## config.mk

```make
export PLATFORM = sky130hd
export DESIGN_NAME = gb_alu_serial
export DESIGN_NICKNAME = d
export VERILOG_FILES = /design/src/rtl/gb_alu_serial.sv
export SDC_FILE = /design/constraint.sdc
export NUM_CORES = 1
export LEC_CHECK = 0
export ABC_AREA = 0
export BUFFER_PORTS_ARGS = -buffer_cell sky130_fd_sc_hd__buf_2
export CAP_MARGIN = 20
export CORE_ASPECT_RATIO = 1.2
export CORE_UTILIZATION = 35
export CTS_BUF_LIST = sky130_fd_sc_hd__clkbuf_4
export DETAILED_ROUTE_END_ITERATION = 10
export GPL_TIMING_DRIVEN = 0
export SETUP_SLACK_MARGIN = 0.3
export SKIP_CTS_REPAIR_TIMING = 1
export SYNTH_ARGS = -nofsm -noshare
export SYNTH_HDL_FRONTEND = slang
export SYNTH_SLANG_ARGS = --single-unit
```

## constraint.sdc

```tcl
create_clock -name clk -period 4.2 [get_ports clk]
set_input_delay 0.63 -clock clk [delete_from_list [all_inputs] [get_ports clk]]
set_output_delay 0.63 -clock clk [all_outputs]
set_load 0.005 [all_outputs]
```

## src/rtl/gb_alu_serial.sv

```systemverilog
// Slice-serial SM83-style ALU: SLICE_WIDTH bits per clock, LSB first, valid/ready on both sides.
// Define GB_ALU_FAST_EN to compute the full width in a single BUSY cycle.
module gb_alu_serial #(
    parameter int DATA_WIDTH  = 8,
    parameter int SLICE_WIDTH = 4,
    parameter int HALF_BIT    = 3
) (
    input  logic                  clk,
    input  logic                  rst_n,
    input  logic                  in_valid,
    output logic                  in_ready,
    input  logic [2:0]            op,
    input  logic [DATA_WIDTH-1:0] operand_A,
    input  logic [DATA_WIDTH-1:0] operand_B,
    input  logic                  carry_in,
    output logic                  out_valid,
    input  logic                  out_ready,
    output logic [DATA_WIDTH-1:0] result,
    output logic [3:0]            flags
);

    localparam int NUM_SLICES = DATA_WIDTH / SLICE_WIDTH;
    localparam int CNT_W      = (NUM_SLICES > 1) ? $clog2(NUM_SLICES) : 1;
    localparam int H_SLICE    = HALF_BIT / SLICE_WIDTH;

`ifdef GB_ALU_FAST_EN
    localparam bit FAST_EN = 1'b1;
`else
    localparam bit FAST_EN = 1'b0;
`endif

    localparam logic [1:0] ST_IDLE = 2'd0;
    localparam logic [1:0] ST_BUSY = 2'd1;
    localparam logic [1:0] ST_DONE = 2'd2;

    localparam logic [2:0] OP_ADD = 3'd0;
    localparam logic [2:0] OP_ADC = 3'd1;
    localparam logic [2:0] OP_SUB = 3'd2;
    localparam logic [2:0] OP_SBC = 3'd3;
    localparam logic [2:0] OP_AND = 3'd4;
    localparam logic [2:0] OP_XOR = 3'd5;
    localparam logic [2:0] OP_OR  = 3'd6;
    localparam logic [2:0] OP_CP  = 3'd7;

    if (SLICE_WIDTH <= 0 || DATA_WIDTH <= 0 || (DATA_WIDTH % SLICE_WIDTH) != 0 ||
        ((HALF_BIT + 1) % SLICE_WIDTH) != 0 || HALF_BIT >= DATA_WIDTH) begin : g_bad_params
        $error("gb_alu_serial: illegal DATA_WIDTH/SLICE_WIDTH/HALF_BIT combination");
    end

    logic [1:0]            state_q, state_d;
    logic [2:0]            op_q, op_d;
    logic [DATA_WIDTH-1:0] a_q, a_d, b_q, b_d;
    logic                  carry_q, carry_d;
    logic [CNT_W-1:0]      cnt_q, cnt_d;
    logic                  zacc_q, zacc_d;
    logic                  h_q, h_d;
    logic [DATA_WIDTH-1:0] result_q, result_d;
    logic [3:0]            flags_q, flags_d;

    logic [SLICE_WIDTH-1:0] sa, sb;
    logic [SLICE_WIDTH:0]   ext;
    logic                   c, hc, zacc, last, accept;
    logic [DATA_WIDTH-1:0]  res;

    assign in_ready  = (state_q == ST_IDLE) || (state_q == ST_DONE && out_ready);
    assign out_valid = (state_q == ST_DONE);
    assign result    = result_q;
    assign flags     = flags_q;
    assign accept    = in_valid && in_ready;

    always_comb begin
        state_d  = state_q;
        op_d     = op_q;
        a_d      = a_q;
        b_d      = b_q;
        carry_d  = carry_q;
        cnt_d    = cnt_q;
        zacc_d   = zacc_q;
        h_d      = h_q;
        result_d = result_q;
        flags_d  = flags_q;

        sa   = '0;
        sb   = '0;
        ext  = '0;
        c    = carry_q;
        hc   = h_q;
        zacc = zacc_q;
        res  = result_q;
        last = 1'b0;

        // Serial mode evaluates only slice cnt_q; fast mode chains every slice in one cycle.
        for (int i = 0; i < NUM_SLICES; i++) begin
            if (FAST_EN || i == int'(cnt_q)) begin
                sa = a_q[i*SLICE_WIDTH +: SLICE_WIDTH];
                sb = b_q[i*SLICE_WIDTH +: SLICE_WIDTH];
                case (op_q)
                    OP_ADD, OP_ADC:
                        ext = {1'b0, sa} + {1'b0, sb} + {{SLICE_WIDTH{1'b0}}, c};
                    OP_SUB, OP_SBC, OP_CP:
                        ext = {1'b0, sa} - {1'b0, sb} - {{SLICE_WIDTH{1'b0}}, c};
                    OP_AND:  ext = {1'b0, sa & sb};
                    OP_XOR:  ext = {1'b0, sa ^ sb};
                    default: ext = {1'b0, sa | sb};
                endcase
                c = ext[SLICE_WIDTH];
                res[i*SLICE_WIDTH +: SLICE_WIDTH] = (op_q == OP_CP) ? sa : ext[SLICE_WIDTH-1:0];
                zacc = zacc | (|ext[SLICE_WIDTH-1:0]);
                if (i == H_SLICE) hc = c;
                if (i == NUM_SLICES - 1) last = 1'b1;
            end
        end

        case (state_q)
            ST_BUSY: begin
                carry_d  = c;
                h_d      = hc;
                zacc_d   = zacc;
                result_d = res;
                cnt_d    = cnt_q + 1'b1;
                if (last) begin
                    state_d = ST_DONE;
                    case (op_q)
                        OP_ADD, OP_ADC:        flags_d = {~zacc, 1'b0, hc, c};
                        OP_SUB, OP_SBC, OP_CP: flags_d = {~zacc, 1'b1, hc, c};
                        OP_AND:                flags_d = {~zacc, 1'b0, 1'b1, 1'b0};
                        default:               flags_d = {~zacc, 1'b0, 1'b0, 1'b0};
                    endcase
                end
            end
            ST_DONE: begin
                if (out_ready) state_d = ST_IDLE;
            end
            default: ;
        endcase

        if (accept) begin
            state_d = ST_BUSY;
            op_d    = op;
            a_d     = operand_A;
            b_d     = operand_B;
            carry_d = (op == OP_ADC || op == OP_SBC) ? carry_in : 1'b0;
            cnt_d   = '0;
            zacc_d  = 1'b0;
            h_d     = 1'b0;
        end
    end

    always_ff @(posedge clk or negedge rst_n) begin
        if (!rst_n) begin
            state_q  <= ST_IDLE;
            op_q     <= '0;
            a_q      <= '0;
            b_q      <= '0;
            carry_q  <= 1'b0;
            cnt_q    <= '0;
            zacc_q   <= 1'b0;
            h_q      <= 1'b0;
            result_q <= '0;
            flags_q  <= '0;
        end else begin
            state_q  <= state_d;
            op_q     <= op_d;
            a_q      <= a_d;
            b_q      <= b_d;
            carry_q  <= carry_d;
            cnt_q    <= cnt_d;
            zacc_q   <= zacc_d;
            h_q      <= h_d;
            result_q <= result_d;
            flags_q  <= flags_d;
        end
    end

endmodule
```

==> flow_metrics.py, run 1 <==
metrics = {
    "outcome": {
        "status": "complete, but fails checks",
        "violations": "negative setup slack",
    },
    "cts": {
        "cts_tree": "done",
        "cts.sink_count": 37,
        "cts-root-buf": "clkbuf_4",
        "htree_levels": 2,
        "clkLatencyLatePin_ns": 0.36,
        "clk_pin_slew_ns": 0.12,
        "cts_max_path_buffers": 2,
        "cts_buffers": 5,
    },
    "global_routing": {
        "antenna_found_initial": 0,
        "grt.overflow.total": 0,
        "grt_pass1_vias": 2344,
        "grt_usage_pct": 16.9,
        "grt_pass1_wl_mm": 11.2,
        "grt_max_degree": 38,
    },
    "die": {
        "die_h_um": 100,
        "start_util_pct": 36.4,
        "core_sq_um": 7710,
        "die-width_um": 83.8,
        "io_pins": 38,
        "die_area_sq_um": 8390,
        "rows": 35,
    },
    "yosys": {
        "yosysUniqueCellTypes": 51,
        "synth-edff-count": 0,
        "mappedNetlistArea_sq_um": 2810,
        "syn_avg_cell_area_sq_um": 8.83,
        "synth_warnings": 0,
        "synth_ff_type": "dfrtp_1",
        "synth-seq-area-share_pct": 33.0,
        "synthesis.nets": 377,
        "syn_inst": 318,
        "async_flop_share_pct": 100,
        "synth_seq_cells": 37,
    },
    "setup_path": {
        "crit_type": "flip-flop to flip-flop",
        "endpoint_kind": "flip-flop",
        "crit_chain": "inv_2 > fa_2 > fa_2 > o21a_1 > nor2_2 > xnor2_2 > o221a_2 > a21oi_4 > xnor2_2 > ha_4 > o21bai_4 > ha_4 > o21a_1 > o31a_1 > or4_1 > a41o_1 > o21ai_2",
        "worst_path_max_delay_cell": "dfrtp_1",
        "worstPathMaxFanout": 3,
        "cpPeakStageDelay_ns": 0.45,
        "worstSetupStartpointType": "flip-flop",
        "arrival_ns": 4.57,
        "path_buf_inv": 1,
        "crit_required_ns": 4.48,
        "path_delay_family": "compound AO/OA/AOI/OAI gates",
    },
    "route": {
        "vias": 2410,
        "via_per_inst": 5.17,
        "drc": 0,
        "ant_nets": 0,
        "wl_per_cell_um": 14.8,
        "drtPass1Iterations": 5,
        "drt_iter0_drc": 92,
        "wirelength_mm": 6.89,
    },
    "timing": {
        "worstMarginPinSlew_ns": 0.833,
        "setup_tns_ns": -0.219,
        "hold_viol_final": 0,
        "slew_headroom_pct": 44.5,
        "fin_crit_ns": 4.28,
        "skew_ns": 0.0126,
        "hold_ws_ns": 0.355,
        "fmax_mhz": 234,
        "setup_slack_ns": -0.0821,
        "maxSlewViolCount": 0,
        "post-route-period-util_pct": 102,
        "setup_viol": 4,
        "rsz0062_at_grt": "true",
    },
    "flow_run": {
        "cap_violations": 0,
    },
    "placed_design": {
        "io_buffer_count": 37,
        "place_hpwl_mm": 5.20,
        "place_ws_ns": -0.120,
        "routabilityCongestion": 0.906,
        "placed_cells": 447,
    },
    "power_and_ir_drop": {
        "leakagePower_uw": 0.00163,
        "power_frac_comb_pct": 35.7,
        "power_frac_seq_pct": 42.7,
        "sw_frac_of_total_pct": 33.9,
        "ir_drop_uv": 114,
        "power_density_nw_per_um2": 265,
        "p_int_uw": 589,
        "clkPwrFrac_pct": 21.6,
        "p_sw_uw": 302,
    },
    "min_path": {
        "hp-class": "primary input to async pin",
    },
    "final_layout": {
        "post_route_cells_drive_above_1_share_pct": 24.1,
        "stdcell_count": 466,
        "area_growth_pct": 19.5,
        "antenna_cells": 0,
        "final_util_pct": 43.5,
        "num-nets-final": 433,
        "fillCellCount": 787,
    },
}
-- kinds of logic after synthesis --
family	share of synthesized area [%]
flops	33.0
fa+ha+maj	17.2
simple gates	14.8
mux	4.32
xor+xnor	3.74
compound gates	19.5
buf+inv	7.40
-- worst register-to-register path, stage by stage, from the launching register on --
cell	delay [ns]
dfrtp_1	0.45
inv_2	0.08
fa_2	0.39
fa_2	0.39
o21a_1	0.19
nor2_2	0.15
xnor2_2	0.08
o221a_2	0.32
a21oi_4	0.19
xnor2_2	0.12
ha_4	0.16
o21bai_4	0.17
ha_4	0.25
o21a_1	0.14
o31a_1	0.32
or4_1	0.40
a41o_1	0.28
o21ai_2	0.14
-- power groups by stage --
stage | Sequential (uW) | Clock [uW] | Combinational, uW
finish | 380 | 192 | 318
global route | 383 | 210 | 353
global placement | 386 | 0 | 255
CTS | 380 | 195 | 263
detailed placement | 387 | 0 | 260
floorplan | 384 | 0 | 196
-- flip-flops by register name, summed over array words and instances (netlist names) --
signal and cells:
carry_q 1, a_q 8, flags 4, b_q 8, cnt_q 1, h_q 1
state_q 2, result 8, op_q 3, zacc_q 1
-- synthesized netlist by cell type, drive strengths merged (3+ instances only) --
master	number	area (sq um)
a211oi	6	45.0
a21o	6	45.0
a21oi	16	83.8
buf	10	76.3
clkbuf	8	30.0
dfrtp	37	926
fa	6	120
ha	29	363
inv	27	101
mux2i	11	110
nand2	50	195
nand2b	4	25.0
nor2	17	66.3
nor2b	5	38.8
nor3	3	15.0
o21a	3	22.5
o21ai	36	180
o31ai	3	22.5
xnor2	8	70.1
xor2	4	35.0
-- metal layers --
layer	up-vias	GRT usage [%]	wire length [um]
li1	1196	-	-
met4	0	8.08	190
met5	-	0	0
met1	1130	21.4	3080
met3	14	3.13	285
met2	70	28.1	3330
-- through the flow --
| stage | cell area (sq um) | total power [uW] |
|---|---|---|
| detailed placement | 3120 | 647 |
| CTS | 3170 | 837 |
| global route | 3350 | 945 |
| floorplan | 2820 | 580 |
| finish | 3350 | 891 |
| global placement | 3120 | 641 |
-- placed cells by master, fill, tap and decap left out, drive strengths merged, types with 2 or more instances in the layout --
master and count:
o21a 3, nor2b 5, a32o 2, a211oi 6
o32ai 2, mux2i 11, ha 29, inv 27
nand3 2, a21oi 16, xor2 4, xnor2 8
dfrtp 37, fa 6, and2 2, buf 59
o31ai 3, a21o 6, clkbuf 14, nand2b 4
nand4b 2, nor3 3, nor2 17, o21ai 36
o22ai 2, nand2 50
-- worst paths after layout --
path,from,to,slack (ns),depth (start not counted)
setup / recovery,carry_q,flags[0],-0.08,17
min in group clk,out_ready,state_q[1],0.46,2
hold / removal,rst_n,b_q[1],0.35,1
hold reg to reg,zacc_q,flags[3],0.47,1
max in group asynchronous,rst_n,result[4],3.31,1
setup reg to reg,carry_q,flags[0],-0.08,17
-- layout make-up --
cell class / instances / area [sq um] / share of cell area (%)
sequential: 37 / 926 / 27.6
buffer: 18 / 106 / 3.17
multi-input combinational: 236 / 1780 / 53.0
inverter: 27 / 101 / 3.02
timing repair buffer: 49 / 279 / 8.32
clock buffer: 6 / 45.0 / 1.34
tap: 92 / 115 / 3.43
clock inverter: 1 / 3.75 / 0.112
(Power assumes the default switching activity.)
==> run 2, diff against run 1 <==
--- a/config.mk
+++ b/config.mk
@@ -10,7 +10,7 @@
 export CAP_MARGIN = 20
 export CORE_ASPECT_RATIO = 1.2
 export CORE_UTILIZATION = 35
-export CTS_BUF_LIST = sky130_fd_sc_hd__clkbuf_4
+export CTS_BUF_LIST = sky130_fd_sc_hd__clkbuf_4 sky130_fd_sc_hd__clkbuf_8 sky130_fd_sc_hd__clkbuf_16
 export DETAILED_ROUTE_END_ITERATION = 10
 export GPL_TIMING_DRIVEN = 0
 export SETUP_SLACK_MARGIN = 0.3
==> run 2 against run 1 <==
Largest power group unchanged. The flow still finishes with violations (negative setup slack). Global-route usage grew 0.11 points. Sequential share of layout area shrank 0.34 points. Sequential cell count is the same. Largest cell class unchanged. Via count shrank 0.83%. Final area grew 1.2%. Clock power grew 38%.
==> flow_metrics.py, run 2 (synthesis gave the netlist of run 1 again) <==
metrics = {
    "power_and_ir_drop": {
        "power_frac_seq_pct": 39.5,
        "ir_drop_uv": 136,
        "power_frac_comb_pct": 32.9,
        "sw_frac_of_total_pct": 31.7,
        "power_density_nw_per_um2": 283,
        "clkPwrFrac_pct": 27.6,
        "total_power_uw": 962,
        "p_int_uw": 658,
        "leakagePower_uw": 0.00165,
        "p_sw_uw": 305,
    },
    "setup_path": {
        "crit_required_ns": 4.42,
        "worstPathMaxFanout": 3,
        "reg2reg_slack_ns": -0.08,
        "crit_chain": "inv_2 > fa_2 > fa_2 > o21a_1 > nor2_2 > xnor2_2 > o221a_2 > a21oi_4 > xnor2_2 > ha_4 > o21bai_4 > ha_4 > o21a_1 > o31a_1 > or4_1 > a41o_1 > o21ai_2",
        "worst_path_max_delay_cell": "dfrtp_1",
        "cpPeakStageDelay_ns": 0.43,
        "path_delay_family": "compound AO/OA/AOI/OAI gates",
        "r2r-start": "carry_q",
        "arrival_ns": 4.49,
        "endpoint_kind": "flip-flop",
        "path_buf_inv": 1,
        "rr_worst_depth": 17,
        "worstSetupStartpointType": "flip-flop",
        "rr_endpoint": "flags[0]",
        "crit_type": "flip-flop to flip-flop",
    },
    "route": {
        "wirelength_met1_mm": 3.09,
        "drc": 0,
        "dr_wl_met3_um": 249,
        "ant_nets": 0,
        "drt_iter0_drc": 71,
        "drtPass1Iterations": 4,
        "via_per_inst": 5.13,
        "wl_per_cell_um": 14.7,
        "wirelength_mm": 6.85,
        "dr_wl_met2_mm": 3.33,
        "top_layer_used": "met4",
        "vias": 2390,
    },
    "die": {
        "start_util_pct": 36.4,
        "die_h_um": 100,
        "die-width_um": 83.8,
        "die_area_sq_um": 8390,
        "core_sq_um": 7710,
        "rows": 35,
        "io_pins": 38,
    },
    "cts": {
        "cts_buffers": 5,
        "cts-root-buf": "clkbuf_8",
        "cts_tree": "done",
        "clkLatencyLatePin_ns": 0.30,
        "cts_max_path_buffers": 2,
        "cts.sink_count": 37,
        "clk_pin_slew_ns": 0.08,
        "htree_levels": 2,
    },
    "final_layout": {
        "num-nets-final": 433,
        "mostFrequentLayoutCells": "49 x nand2_1, 41 x buf_2, 37 x dfrtp_1, 31 x o21ai_0, 26 x ha_1",
        "area_growth_pct": 20.9,
        "antenna_cells": 0,
        "mostFrequentLayoutCell": "nand2_1",
        "stdcell_count": 466,
        "post_route_cells_drive_above_1_share_pct": 24.3,
    },
    "timing": {
        "setup_viol": 3,
        "slew_headroom_pct": 44.6,
        "skew_ns": 0.00997,
        "hold_ws_ns": 0.430,
        "setup_slack_ns": -0.0772,
        "maxSlewViolCount": 0,
        "rsz0062_at_grt": "true",
        "post-route-period-util_pct": 102,
        "worstMarginPinSlew_ns": 0.831,
        "fmax_mhz": 234,
        "fin_crit_ns": 4.28,
        "hold_viol_final": 0,
    },
    "global_routing": {
        "grt_pass1_vias": 2359,
        "grt_max_degree": 38,
        "grt_usage_pct": 17.0,
        "grt.overflow.total": 0,
        "antenna_found_initial": 0,
        "grt_pass1_wl_mm": 11.3,
    },
    "min_path": {
        "hp-class": "primary input to async pin",
    },
    "placed_design": {
        "place_hpwl_mm": 5.20,
        "routabilityCongestion": 0.906,
        "io_buffer_count": 37,
        "placed_cells": 447,
    },
    "flow_run": {
        "cap_violations": 0,
    },
    "outcome": {
        "status": "complete, but fails checks",
        "violations": "negative setup slack",
    },
}
run 2: per-layer routing:
layer / vias up / track usage (%)
li1: 1192 / -
met1: 1136 / 21.5
met2: 50 / 28.3
met3: 12 / 3.13
met4: 0 / 8.08
met5: - / 0
run 2: worst reg2reg max path, cell delays in order (launching register included):
cell and delay [ns]:
dfrtp_1 0.43, inv_2 0.08, fa_2 0.39, fa_2 0.39, o21a_1 0.19, nor2_2 0.16, xnor2_2 0.08, o221a_2 0.32
a21oi_4 0.19, xnor2_2 0.12, ha_4 0.16, o21bai_4 0.17, ha_4 0.25, o21a_1 0.14, o31a_1 0.33, or4_1 0.40
a41o_1 0.27, o21ai_2 0.14
run 2: worst max-delay path by stage:
| stage | from | to | slack [ns] | cells past startpoint |
|---|---|---|---|---|
| finish | carry_q | flags[0] | -0.08 | 17 |
| global route | carry_q | carry_q | -0.20 | 17 |
| CTS | carry_q | flags[0] | -0.15 | 17 |
| detailed placement | carry_q | flags[0] | -0.12 | 17 |
| global placement | carry_q | zacc_q | -0.08 | 18 |
| floorplan | a_q[0] | flags[0] | 0.30 | 16 |
run 2: power by group through the flow:
stage	clock [uW]	sequential [uW]	combinational [uW]
after floorplan	0	384	196
after global placement	0	386	255
after detailed placement	0	387	260
after CTS	273	380	263
after global routing	288	382	353
final	265	380	317
run 2: layout make-up:
class	count	area (sq um)
buffer	18	106
timing repair buffer	49	279
clock buffer	7	90.1
tap	92	115
inverter	27	101
fill	792	4310
sequential	37	926
multi-input combinational	236	1780
run 2: metrics by stage:
stage | setup slack (ns) | TNS, ns | instance area [sq um] | utilization (%)
6_report | -0.0772 | -0.199 | 3400 | 44.1
2_1_floorplan | 0.303 | 0 | 2820 | -
3_5_place_dp | -0.120 | -0.333 | 3120 | 40.4
3_3_place_gp | -0.0793 | -0.222 | 3120 | 40.4
4_1_cts | -0.153 | -0.456 | 3210 | 41.6
5_1_grt | -0.198 | -0.927 | 3400 | 44.1
